`config.mk`:
```
export PLATFORM = sky130hd
export DESIGN_NAME = des13x40
export DESIGN_NICKNAME = d
export VERILOG_FILES = /design/src/rtl/des13x40_pkg.sv /design/src/rtl/des13x40_shift.sv /design/src/rtl/des13x40.sv
export SDC_FILE = /design/constraint.sdc
export NUM_CORES = 1
export LEC_CHECK = 0
export ABC_CLOCK_PERIOD_IN_PS = 4900
export BUFFER_PORTS_ARGS = -buffer_cell sky130_fd_sc_hd__buf_2
export CORE_ASPECT_RATIO = 1.4
export CORE_MARGIN = 2
export CORE_UTILIZATION = 50
export DETAILED_ROUTE_END_ITERATION = 10
export HOLD_SLACK_MARGIN = 0.08
export PLACE_DENSITY_LB_ADDON = 0.25
export SLEW_MARGIN = 10
export SYNTH_ARGS = -nofsm -noshare
export SYNTH_HDL_FRONTEND = slang
export SYNTH_HIERARCHICAL = 1
export SYNTH_SLANG_ARGS = --single-unit
```
`constraint.sdc`:
```
create_clock -name Cin -period 4.9 [get_ports Cin]
set_clock_uncertainty 0.05 [all_clocks]
set_input_delay 0.98 -clock Cin [delete_from_list [all_inputs] [get_ports Cin]]
set_output_delay 0.98 -clock Cin [all_outputs]
set_load 0.03 [all_outputs]
```
`src/rtl/des13x40_pkg.sv`:
```
// Shared widths and types for the 13-to-40 bit gearbox deserializer.
package des13x40_pkg;

  localparam int unsigned IN_W  = 13;
  localparam int unsigned OUT_W = 40;
  localparam int unsigned BUF_W = 52;  // 39 residual bits plus one new word
  localparam int unsigned CNT_W = 6;   // holds fill counts up to 52

  typedef logic [BUF_W-1:0] bitbuf_t;
  typedef logic [CNT_W-1:0] cnt_t;

  // True when the appended fill count holds at least one full output word.
  function automatic logic wrap_due(input cnt_t new_cnt);
    return new_cnt >= CNT_W'(OUT_W);
  endfunction

endpackage

```
`src/rtl/des13x40_shift.sv`:
```
// Variable-position append network: places the new word directly behind the
// residual bits of the left-justified bit buffer.
module des13x40_shift
  import des13x40_pkg::*;
(
  input  bitbuf_t              bit_buf,
  input  cnt_t                 cnt,
  input  logic [IN_W-1:0]      din,
  output bitbuf_t              appended_c
);

  bitbuf_t din_left;

  // Left-justify the new word, then slide it right past the residual bits.
  // Bits below the fill count are kept zero, so a plain OR merges the two.
  always_comb begin
    din_left   = {din, {(BUF_W-IN_W){1'b0}}};
    appended_c = bit_buf | (din_left >> cnt);
  end

endmodule

```
`src/rtl/des13x40.sv`:
```
// Gearbox deserializer: packs a continuous 13-bit stream (MSB-first) into
// 40-bit words, with a one-cycle write strobe per emitted word.
module des13x40
  import des13x40_pkg::*;
(
  input  logic              Cin,
  input  logic              Rst_n,
  input  logic [IN_W-1:0]   Din,
  output logic [OUT_W-1:0]  Dout,
  output logic              WE
);

  bitbuf_t bit_buf;
  bitbuf_t appended_c;
  cnt_t    cnt;
  cnt_t    new_cnt_c;

  des13x40_shift u_shift (
    .bit_buf    (bit_buf),
    .cnt        (cnt),
    .din        (Din),
    .appended_c (appended_c)
  );

  // Fill count after appending the current word.
  always_comb begin
    new_cnt_c = cnt + CNT_W'(IN_W);
  end

  // Buffer/count update and output extraction; oldest 40 bits leave when due.
  always_ff @(posedge Cin or negedge Rst_n) begin
    if (!Rst_n) begin
      bit_buf <= '0;
      cnt     <= '0;
      Dout    <= '0;
      WE      <= 1'b0;
    end else if (wrap_due(new_cnt_c)) begin
      Dout    <= appended_c[BUF_W-1 -: OUT_W];
      bit_buf <= {appended_c[BUF_W-OUT_W-1:0], {OUT_W{1'b0}}};
      cnt     <= new_cnt_c - CNT_W'(OUT_W);
      WE      <= 1'b1;
    end else begin
      bit_buf <= appended_c;
      cnt     <= new_cnt_c;
      WE      <= 1'b0;
    end
  end

endmodule

```
# == Word level (Yosys, flattened, before mapping) ==
# Index checks and enable logic that the tools add are counted.
# op_classes
div_mod_pow,0
bitwise,1
shifts,1
reduce_logical,0
mux,3
n_eq_ne,0
n_lt_le_gt_ge,1
addsub,2
multipliers,0
# op_table
cell,count
2-to-1 mux 52 bit,1
bitwise OR 52 bit,1
right shift 52 x 6 -> 52 bit,1
adder 6 x 4 -> 6 bit (second input constant),1
>= comparator 6 bit (second input constant),1
2-to-1 mux 6 bit,1
subtractor 6 bit (second input constant),1
2-to-1 mux 1 bit,1
# totals
ff_bits,99
mem_bits_ro,0
out_inout_bits,41
latchBits,0
ramBits,0
memories,0
input_bits,15

# == Logic depth before layout (Yosys ltp) ==
# Gate-level depths: netlist of run 1.
# depth
ltp_word,3
ltp_mapped,8
depth_no_buf,6

# == Cells and area by module ==
# Netlist of run 1, hierarchy kept.
# modules_own_cells
module,area_each_um2,instances,cells_per_inst
des13x40,3703.6,1,226
des13x40_shift,1330.0,1,176

# == Least setup slack after synthesis of run 1 ==
# No wires, ideal clock.
# synth_path
kind,input to register
startpoint,input Din[10]
endpoint,register Dout[6]
slack_ns,2.147
n_path_buf,0
cell_stages,5
arrival_time_ns,2.578
setup_time_ns,0.125
cell_sequence,mux2_1 -> mux4_2 -> mux2_4 -> a221o_1 -> mux2_2
# synth_via
elab_chain_cells,2
# synth_lines
item,line,source
start: declaration,des13x40.sv:8,"input logic [IN_W-1:0] Din,"
right shift 52 x 6 -> 52 bit,des13x40_shift.sv:18,appended_c = bit_buf | (din_left >> cnt);
bitwise OR 52 bit,des13x40_shift.sv:18,
named net appended_c[18],des13x40.sv:14,bitbuf_t appended_c;
end signal: assignment,des13x40.sv:38,Dout <= appended_c[BUF_W-1 -: OUT_W];
end: declaration,des13x40.sv:9,"output logic [OUT_W-1:0] Dout,"
# The timed path passes the listed nets, and every way through them passes these cells.
# A chain may end at the register's enable or synchronous reset.

# == Final worst setup path of run 1 ==
# layout_path
startpoint,register cnt[0]
endpoint,register Dout[15]
# layout_via
elab_chain_cells,2
# layout_lines
item,line,source
start: declaration,des13x40.sv:15,cnt_t cnt;
start signal: assignment,des13x40.sv:40,cnt <= new_cnt_c - CNT_W'(OUT_W);
start signal: assignment,des13x40.sv:44,cnt <= new_cnt_c;
adder 6 x 4 -> 6 bit / right shift 52 x 6 -> 52 bit (equally long branches),"des13x40.sv:27, des13x40_shift.sv:18",
>= comparator 6 bit / bitwise OR 52 bit (equally long branches),"des13x40_pkg.sv:14, des13x40_shift.sv:18",
# Parallel ways exist; a longest one is shown, timed or not.

==> results of run 1 <==
cells in the final DEF, fill, tap and decap left out, types with 5 or more instances in the layout:
cell / Yosys / layout
inv_1: 5 / 5
o221ai_1: 7 / 7
a21oi_1: 11 / 11
mux2_2: 24 / 24
nor2_1: 11 / 11
dfrtp_1: 99 / 99
nor2b_1: 6 / 6
and2_1: 45 / 45
mux2i_1: 13 / 13
buf_2: 4 / 54
nand2_1: 14 / 14
o21ai_0: 10 / 10
nand2b_1: 6 / 6
clkbuf_16: 0 / 9
mux2_4: 33 / 33
a221o_1: 28 / 28
a21o_1: 8 / 8
cell families (layout without fill, tap and decap cells):
family / Yosys count / after routing / share of synthesized area (%)
buf+inv: 30 / 80 / 3.68
xor+xnor: 4 / 4 / 0.845
compound gates: 97 / 97 / 15.2
simple gates: 94 / 94 / 10.5
flops: 99 / 99 / 49.2
fa+ha+maj: 3 / 3 / 0.746
mux: 75 / 75 / 19.8
synth_stat cells, types with 2 or more instances:
cell,number
buf_6,3
o31ai_1,4
dfrtp_1,99
a31oi_1,3
and2_1,45
xnor2_1,2
a22oi_1,2
buf_2,4
a21o_1,8
o21ai_0,10
o221ai_1,7
clkbuf_2,3
a211oi_1,2
or2_2,2
buf_4,2
a22o_1,3
ha_1,3
a221o_1,28
mux2_2,24
nand2_1,14
nand2b_1,6
mux2_4,33
o22ai_1,3
a21oi_1,11
o21bai_1,4
mux4_2,4
buf_8,3
nor2_1,11
mux2i_1,13
a221oi_1,4
clkbuf_1,8
nor2b_1,6
nor3_1,4
inv_1,5
worst register-to-register path: stages (launching register included):
cell	delay [ps]
dfrtp_1	680
ha_1	420
or3_1	370
a211oi_1	200
a31oi_1	130
nand2_4	870
mux2_2	550
worst max path at each step:
stage,start,endpoint,slack (ps),cells past startpoint
floorplan,Din[10],Dout[6],2150,5
global placement,cnt[0],Dout[14],1600,6
detailed placement,cnt[0],Dout[15],1550,6
CTS,cnt[0],Dout[2],1530,6
global route,cnt[0],Dout[12],1200,6
finish,cnt[0],Dout[15],1510,6
sequential cells by signal (all words and copies together), names as in the netlist:
signal	flops
WE	1
cnt	6
bit_buf	52
Dout	40
power groups by stage:
stage,registers (uW),logic (uW),clock network (uW)
after floorplan,909,67.7,0
after global placement,875,164,0
after detailed placement,876,166,0
after CTS,861,167,691
after global routing,864,179,725
final,861,165,674
through the flow:
stage          power (uW)  worst slack (ps)  std cells
6_report             1700              1510        587
5_1_grt              1770              1200        587
4_1_cts              1720              1530        587
3_5_place_dp         1040              1550        571
3_3_place_gp         1040              1600        571
2_1_floorplan         976              2150        402
layout make-up:
cell class / instances / area share (%)
flip-flops and latches: 99 / 44.0
clock buffers: 13 / 4.63
repair buffers: 58 / 5.34
multi-input cells: 273 / 42.2
inverters: 6 / 0.400
clock inverters: 3 / 0.378
well taps: 135 / 3.00
layer usage:
layer | GRT usage [%] | routed length, um
met5 | 0 | 0
met3 | 4.98 | 502
met1 | 29.9 | 4670
met2 | 36.2 | 5810
met4 | 8.24 | 231
==> results.toml, run 1 <==
[run_status]
outcome = "finished clean"

[detailed_routing]
num_vias = 3461
drt_first_pass_iters = 5
dr.first_iter.drc_count = 254
ant_nets = 0
wire_per_inst_um = 19.1
drc = 0
routed_via_density = 5.90
wirelength_mm = 11.2

[worst_hold_path]
holdCritPathClass = "reg -> reg"
min_to = "Dout[7]"
holdCritStartpoint = "Dout[7]"
hold_depth = 1

[placement]
port_buffers = 55
place_congestion = 0.874
place_area_um2 = 5350
hpwl_mm = 7.55

[clock_network]
clk_latency_ps = 340
cts_made_buffers = 9
post_cts_buffers = 0
clock_path_buffers = 2
clkTransAtPathRegs_ps = 70
cts_sinks = 99
ctsHoldBuffers = 0
h-tree-depth = 3
cts_tree = "built"
cts_root_buf = "clkbuf_16"
post_cts_resized = 0

[synth]
netlist-cell-type-count = 53
synth-edff-count = 0
ys_seq_area_share_pct = 49.2
async_flop_share_pct = 100
ys_ff_latch = 99
yosys.area.top_type = "dfrtp_1"
synthTopCellsByArea = "dfrtp_1 49%, mux2_4 9.8%, and2_1 5.6%, a221o_1 5.6%, mux2_2 5.4%"
ys.flop_type = "dfrtp_1"
syn_nets = 420
yosys_warnings = 6
synth_area_um2 = 5030
post-synth-top-area-fraction_pct = 49.2
avgSynthCellArea_um2 = 12.5
synthCells = 402

[pwr]
p_sw_share_pct = 24.4
leakage_uw = 0.00249
pwr-share-comb_pct = 9.7
p_sw_uw = 415
p_int_uw = 1290
peakVddDrop_v = 0.000248
power_density_nw_per_um2 = 302
clkPwrFrac_pct = 39.7
p_seq_share_pct = 50.6

[global_routing]
grt_pass1_wl_mm = 18.6
grt_pass1_vias = 3508
grt_overflow = 0
track_usage_pct = 22.6
antenna_found_initial = 0
grt_max_degree = 94

[critical_path]
r2r-start = "cnt[0]"
path_max_fanout = 93
r2r-end = "Dout[15]"
reg2reg_slack_ps = 1510
arrival_ps = 3570
slowest_delay_ps = 870
worstSetupStartpointType = "register"
reg2reg_depth = 6
cp-end-kind = "register"
cp_num_buf_inv = 0
path_cells = "ha_1 > or3_1 > a211oi_1 > a31oi_1 > nand2_4 > mux2_2"
worst-setup-path-type = "reg -> reg"
required_ps = 5080
slowest_stage = "nand2_4"
path_delay_family = "simple AND/OR/NAND/NOR gates"

[floorplanning]
num_rows = 43
pin_count = 56
initial_core_util_pct = 51.1
die_area_um2 = 10900
core_area_um2 = 9850
die_h_um = 123
die_x_um = 88.8

[timing]
finalCritPeriodShare_pct = 69.2
slew_headroom_pct = 22.4
fmaxAchievable_ghz = 0.295
rsz0062_at_grt = "no"
tightest_slew_ps = 1160
tns_ps = 0
period_minus_slack_ps = 3390
hold_viol = 0
fin_hold_ws_ps = 448
setup_violations = 0
slew_violations = 0

[flow_run]
cap_violations = 0

[finish]
fin_nets = 465
drive_gt1_share_pct = 31.0
fin_area_um2 = 5630
fillCellCount = 854
diodes = 0
multiInputGateArea_um2 = 2380
final_util_pct = 57.1
area_growth_pct = 11.8
seqCellArea_um2 = 2480
(Power assumes the default switching activity.)
==> inputs of run 2 (changes only) <==
- ABC_AREA: default -> 1
- ABC_CLOCK_PERIOD_IN_PS: 4900 -> 3250
- clock period: 4.9 -> 3.25 ns (I/O delays scaled with it)
==> results.toml, run 2 <==
[synth]
synth_common_cells = "188 x nand2_1, 128 x nand3_1, 99 x dfrtp_1, 68 x inv_1, 49 x nor2_1"
yosys.area.top_type = "dfrtp_1"
synthCells = 701
synth_area_um2 = 5530
syn_nets = 719
synthTopCellsByArea = "dfrtp_1 45%, nand2_1 13%, nand3_1 12%, inv_1 4.6%, nand3_2 4.0%"
synth_most_common_cell = "nand2_1"
ys_ff_latch = 99
ys_seq_area_share_pct = 44.8
ys.flop_type = "dfrtp_1"
synth-edff-count = 0
avgSynthCellArea_um2 = 7.89
post-synth-top-area-fraction_pct = 44.8
async_flop_share_pct = 100
netlist-cell-type-count = 33
yosys_warnings = 6

[finish]
fin_nets = 756
final_util_pct = 56.9
drive_gt1_share_pct = 19.4
largest_register = "bit_buf"
largest_reg_flops = 52
fillCellCount = 1039
multiInputGateArea_um2 = 2470
reg_top3 = "bit_buf x52, Dout x40, cnt x6"
diodes = 0
mostFrequentLayoutCells = "188 x nand2_1, 128 x nand3_1, 99 x dfrtp_1"
seqCellArea_um2 = 2480
area_growth_pct = 11.2
final_common_cell = "nand2_1"

[clock_network]
ctsHoldBuffers = 0
clock_path_buffers = 2
cts_tree = "built"
cts_made_buffers = 9
clkTransAtPathRegs_ps = 70
clk_latency_ps = 350
cts_sinks = 99
cts_root_buf = "clkbuf_16"
post_cts_resized = 0
h-tree-depth = 3
post_cts_buffers = 0

[detailed_routing]
wirelength_mm = 15.4
wire_per_inst_um = 17.4
num_vias = 4899
ant_nets = 0
dr.first_iter.drc_count = 395
routed_via_density = 5.55
drt_first_pass_iters = 5
drc = 0

[timing]
rsz0062_at_grt = "no"
hold_viol = 0
tightest_slew_ps = 624
period_minus_slack_ps = 2290
slew_violations = 0
fmaxAchievable_ghz = 0.437
finalCritPeriodShare_pct = 70.4
fin_hold_ws_ps = 205
setup_violations = 0
tns_ps = 0
postLayoutSetupSlackWorst_ps = 962
slew_headroom_pct = 58.4

[floorplanning]
die_h_um = 128
num_rows = 45
pin_count = 56
core_area_um2 = 10800
initial_core_util_pct = 51.1
die_x_um = 92.9
die_area_um2 = 11900

[critical_path]
slowest_stage = "dfrtp_1"
worstSetupStartpointType = "register"
path_max_fanout = 19
worst-setup-path-type = "reg -> reg"
cp-end-kind = "register"
path_cells = "inv_2 > nand2_1 > nand3_1 > nand2_2 > nor2_2 > nand2_2 > o31ai_2 > nand3_1 > nand2_1"
slowest_delay_ps = 600
required_ps = 3480
arrival_ps = 2520

[global_routing]
grt_pass1_vias = 4722
track_usage_pct = 27.0
grt_pass1_wl_mm = 24.8
grt_overflow = 0
antenna_found_initial = 0
grt_max_degree = 67

[worst_hold_path]
holdCritPathClass = "in -> async"

[placement]
post-place-ws_ps = 1010
hpwl_mm = 10.9
port_buffers = 55
place_congestion = 0.965

[pwr]
peakVddDrop_v = 0.000255
power_density_nw_per_um2 = 443
leakage_uw = 0.00325

[flow_run]
cap_violations = 0

[run_status]
outcome = "finished clean"
==> run 2: cell type report <==
class | count | share of cell area, %
flip-flops and latches | 99 | 40.3
multi-input cells | 485 | 40.2
repair buffers | 69 | 6.84
inverters | 74 | 4.56
clock buffers | 9 | 3.66
well taps | 141 | 2.87
clock inverters | 6 | 1.57
==> run 2: worst max-delay path: cells and delay by family, from the launching register on <==
kind                   cells  cell delay, ps
buffers and inverters      1             380
AND/OR/NAND/NOR            7             850
AO/OA/AOI/OAI              1             350
flip-flops                 1             600
==> run 2: path summary, 6_finish.rpt <==
check | from | end | slack, ps | cells past startpoint
max in group asynchronous | Rst_n | Dout[26] | 2210 | 2
min in group Cin | Dout[3] | Dout[3] | 420 | 2
worst max register to register | cnt[0] | Dout[36] | 960 | 9
worst min register to register | Dout[3] | Dout[3] | 420 | 2
worst max-delay path | cnt[0] | Dout[36] | 960 | 9
worst min-delay path | Rst_n | cnt[0] | 200 | 1
==> run 2: per-layer routing <==
layer  share of wire, %  GRT usage [%]  wire [um]
met2                 48           43.9       7380
met5                  0              0          0
met3                5.5           4.16        853
met4                5.2           14.5        795
met1                 41           34.7       6350
==> run 2: kinds of logic (layout without fill, tap and decap cells) <==
kind of cell,Yosys count,count (layout),share of synthesized area (%)
buffers and inverters,117,158,10.5
AOI/OAI and AO/OA,32,32,4.39
xor gates and xnor gates,1,1,0.158
and+or+nand+nor,449,449,39.5
adders and majority gates,3,3,0.679
DFF,99,99,44.8
==> run 2: report_power, final <==
part	internal (uW)	switching (uW)	leakage (uW)
logic	78.1	176	0.00191
clock network	680	493	0.000154
registers	1280	20.1	0.00119
total	2040	689	0.00325
==> run 2: metrics by stage <==
| stage | std cells | power, uW | area, um2 |
|---|---|---|---|
| floorplan | 701 | 1470 | 5530 |
| global placement | 868 | 1570 | 5830 |
| detailed placement | 868 | 1580 | 5830 |
| CTS | 883 | 2750 | 6150 |
| global route | 883 | 2820 | 6150 |
| finish | 883 | 2720 | 6150 |
==> inputs of run 3 (changes only) <==
- ABC_CLOCK_PERIOD_IN_PS: 3250 -> 2000
- clock period: 3.25 -> 2 ns (I/O delays scaled with it)
==> results.toml, run 3 (synthesized netlist as in run 2, its figures left out) <==
[finish]
drive_gt1_share_pct = 21.3
largest_register = "bit_buf"
diodes = 0
area_growth_pct = 13.6
final_util_pct = 58.1
final_common_cell = "nand2_1"
largest_reg_flops = 52
fin_nets = 773
reg_top3 = "bit_buf x52, Dout x40, cnt x6"
mostFrequentLayoutCells = "188 x nand2_1, 128 x nand3_1, 97 x dfrtp_1"

[floorplanning]
core_area_um2 = 10800
initial_core_util_pct = 51.1
die_h_um = 128
num_rows = 45
die_x_um = 92.9
die_area_um2 = 11900
pin_count = 56

[global_routing]
track_usage_pct = 27.5
grt_pass1_vias = 4784
antenna_found_initial = 0
grt_max_degree = 56
grt_overflow = 0
grt_pass1_wl_mm = 25.2

[clock_network]
clkTransAtPathRegs_ps = 70
cts_made_buffers = 9
h-tree-depth = 3
cts_root_buf = "clkbuf_16"
clk_latency_ps = 350
clock_path_buffers = 2
cts_tree = "built"
cts_sinks = 99

[critical_path]
slowest_delay_ps = 450
cp_num_buf_inv = 2
reg2reg_slack_ps = 140
path_max_fanout = 29
cp-end-kind = "register"
path_cells = "ha_1 > inv_1 > nand3b_1 > nand2_2 > nand2_2 > nand2_4 > buf_4 > nand2_1 > nand2_1"
worst-setup-path-type = "reg -> reg"
path_delay_family = "simple AND/OR/NAND/NOR gates"
slowest_stage = "dfrtp_2"
worstSetupStartpointType = "register"
arrival_ps = 2100
required_ps = 2240

[pwr]
power_density_nw_per_um2 = 676
pwr-share-comb_pct = 9.9
clkPwrFrac_pct = 40.4
leakage_uw = 0.00333
p_seq_share_pct = 49.7
p_int_uw = 3080
p_sw_share_pct = 27.3
p_sw_uw = 1160
peakVddDrop_v = 0.000463

[detailed_routing]
routed_via_density = 5.42
num_vias = 4886
ant_nets = 0
dr.first_iter.drc_count = 401
drt_first_pass_iters = 5
drc = 0
wire_per_inst_um = 17.2
wirelength_mm = 15.5

[timing]
hold_viol = 0
finalCritPeriodShare_pct = 92.8
fin_hold_ws_ps = 415
fmaxAchievable_ghz = 0.539
slew_headroom_pct = 62.9
setup_violations = 0
period_minus_slack_ps = 1860
tightest_slew_ps = 557
slew_violations = 0

[flow_run]
cap_violations = 0

[placement]
hpwl_mm = 11.4
place_congestion = 0.952
port_buffers = 55

[run_status]
outcome = "finished clean"

[worst_hold_path]
holdCritPathClass = "reg -> reg"
## run 3: cell count changes in the layout (fill, tap and decap cells not counted), sizes merged
| cell | delta |
|---|---|
| dlygate4sd3 | +1 |
| bufinv | -2 |
| clkbuf | +1 |
| clkinv | +4 |
| buf | +16 |
| clkinvlp | -1 |
| inv | -1 |
## run 3: power by group through the flow
| stage | Sequential (uW) | Combinational [uW] | Clock (uW) |
|---|---|---|---|
| 2_1_floorplan | 2230 | 170 | 0 |
| 3_3_place_gp | 2140 | 416 | 0 |
| 3_5_place_dp | 2150 | 421 | 0 |
| 4_1_cts | 2110 | 424 | 1740 |
| 5_1_grt | 2120 | 469 | 1810 |
| 6_report | 2110 | 421 | 1710 |
## run 3: cell type report
class / instances / area, um2
Clock inverter: 6 / 62.6
Clock buffer: 10 / 229
Sequential cell: 99 / 2480
Timing Repair Buffer: 86 / 576
Fill cell: 996 / 4530
Tap cell: 141 / 176
Multi-Input combinational cell: 485 / 2470
Inverter: 74 / 283
## run 3: final timing paths
check,from,to,depth (start not counted)
worst max-delay path,cnt[0],Dout[29],9
worst min-delay path,Dout[4],Dout[4],2
worst max register to register,cnt[0],Dout[29],9
worst min register to register,Dout[4],Dout[4],2
max in group asynchronous,Rst_n,bit_buf[5],3
min in group asynchronous,Rst_n,Dout[5],2
## run 3: what timing repair did
action                     CTS  global route
setup buffers                0             1
hold buffers                 1             0
setup endpoints to repair    0            44
gates resized for setup      0             4
hold endpoints to repair    36             0
## run 3: worst min-delay path, stage by stage, from the launching register on
cell and delay (ps):
dfrtp_1 340, nand2_1 50, nand2_1 40
## run 3: through the flow
step	cells	setup TNS (ps)	worst slack [ps]	power (uW)	instance area [um2]
2_1_floorplan	701	0	408	2400	5530
3_3_place_gp	883	0	195	2560	5960
3_5_place_dp	883	0	138	2570	5960
4_1_cts	900	0	111	4270	6270
5_1_grt	901	-3.33	-2.05	4400	6280
6_report	901	0	143	4240	6280
## run 3: routing by layer
metal / GRT usage, % / wire [um] / part of all wire [%] / vias up
li1: - / - / - / 2370
met1: 35.4 / 6600 / 43 / 2362
met2: 47.0 / 7870 / 51 / 127
met3: 3.16 / 558 / 3.6 / 27
met4: 11.9 / 485 / 3.1 / 0
met5: 0 / 0 / 0 / -
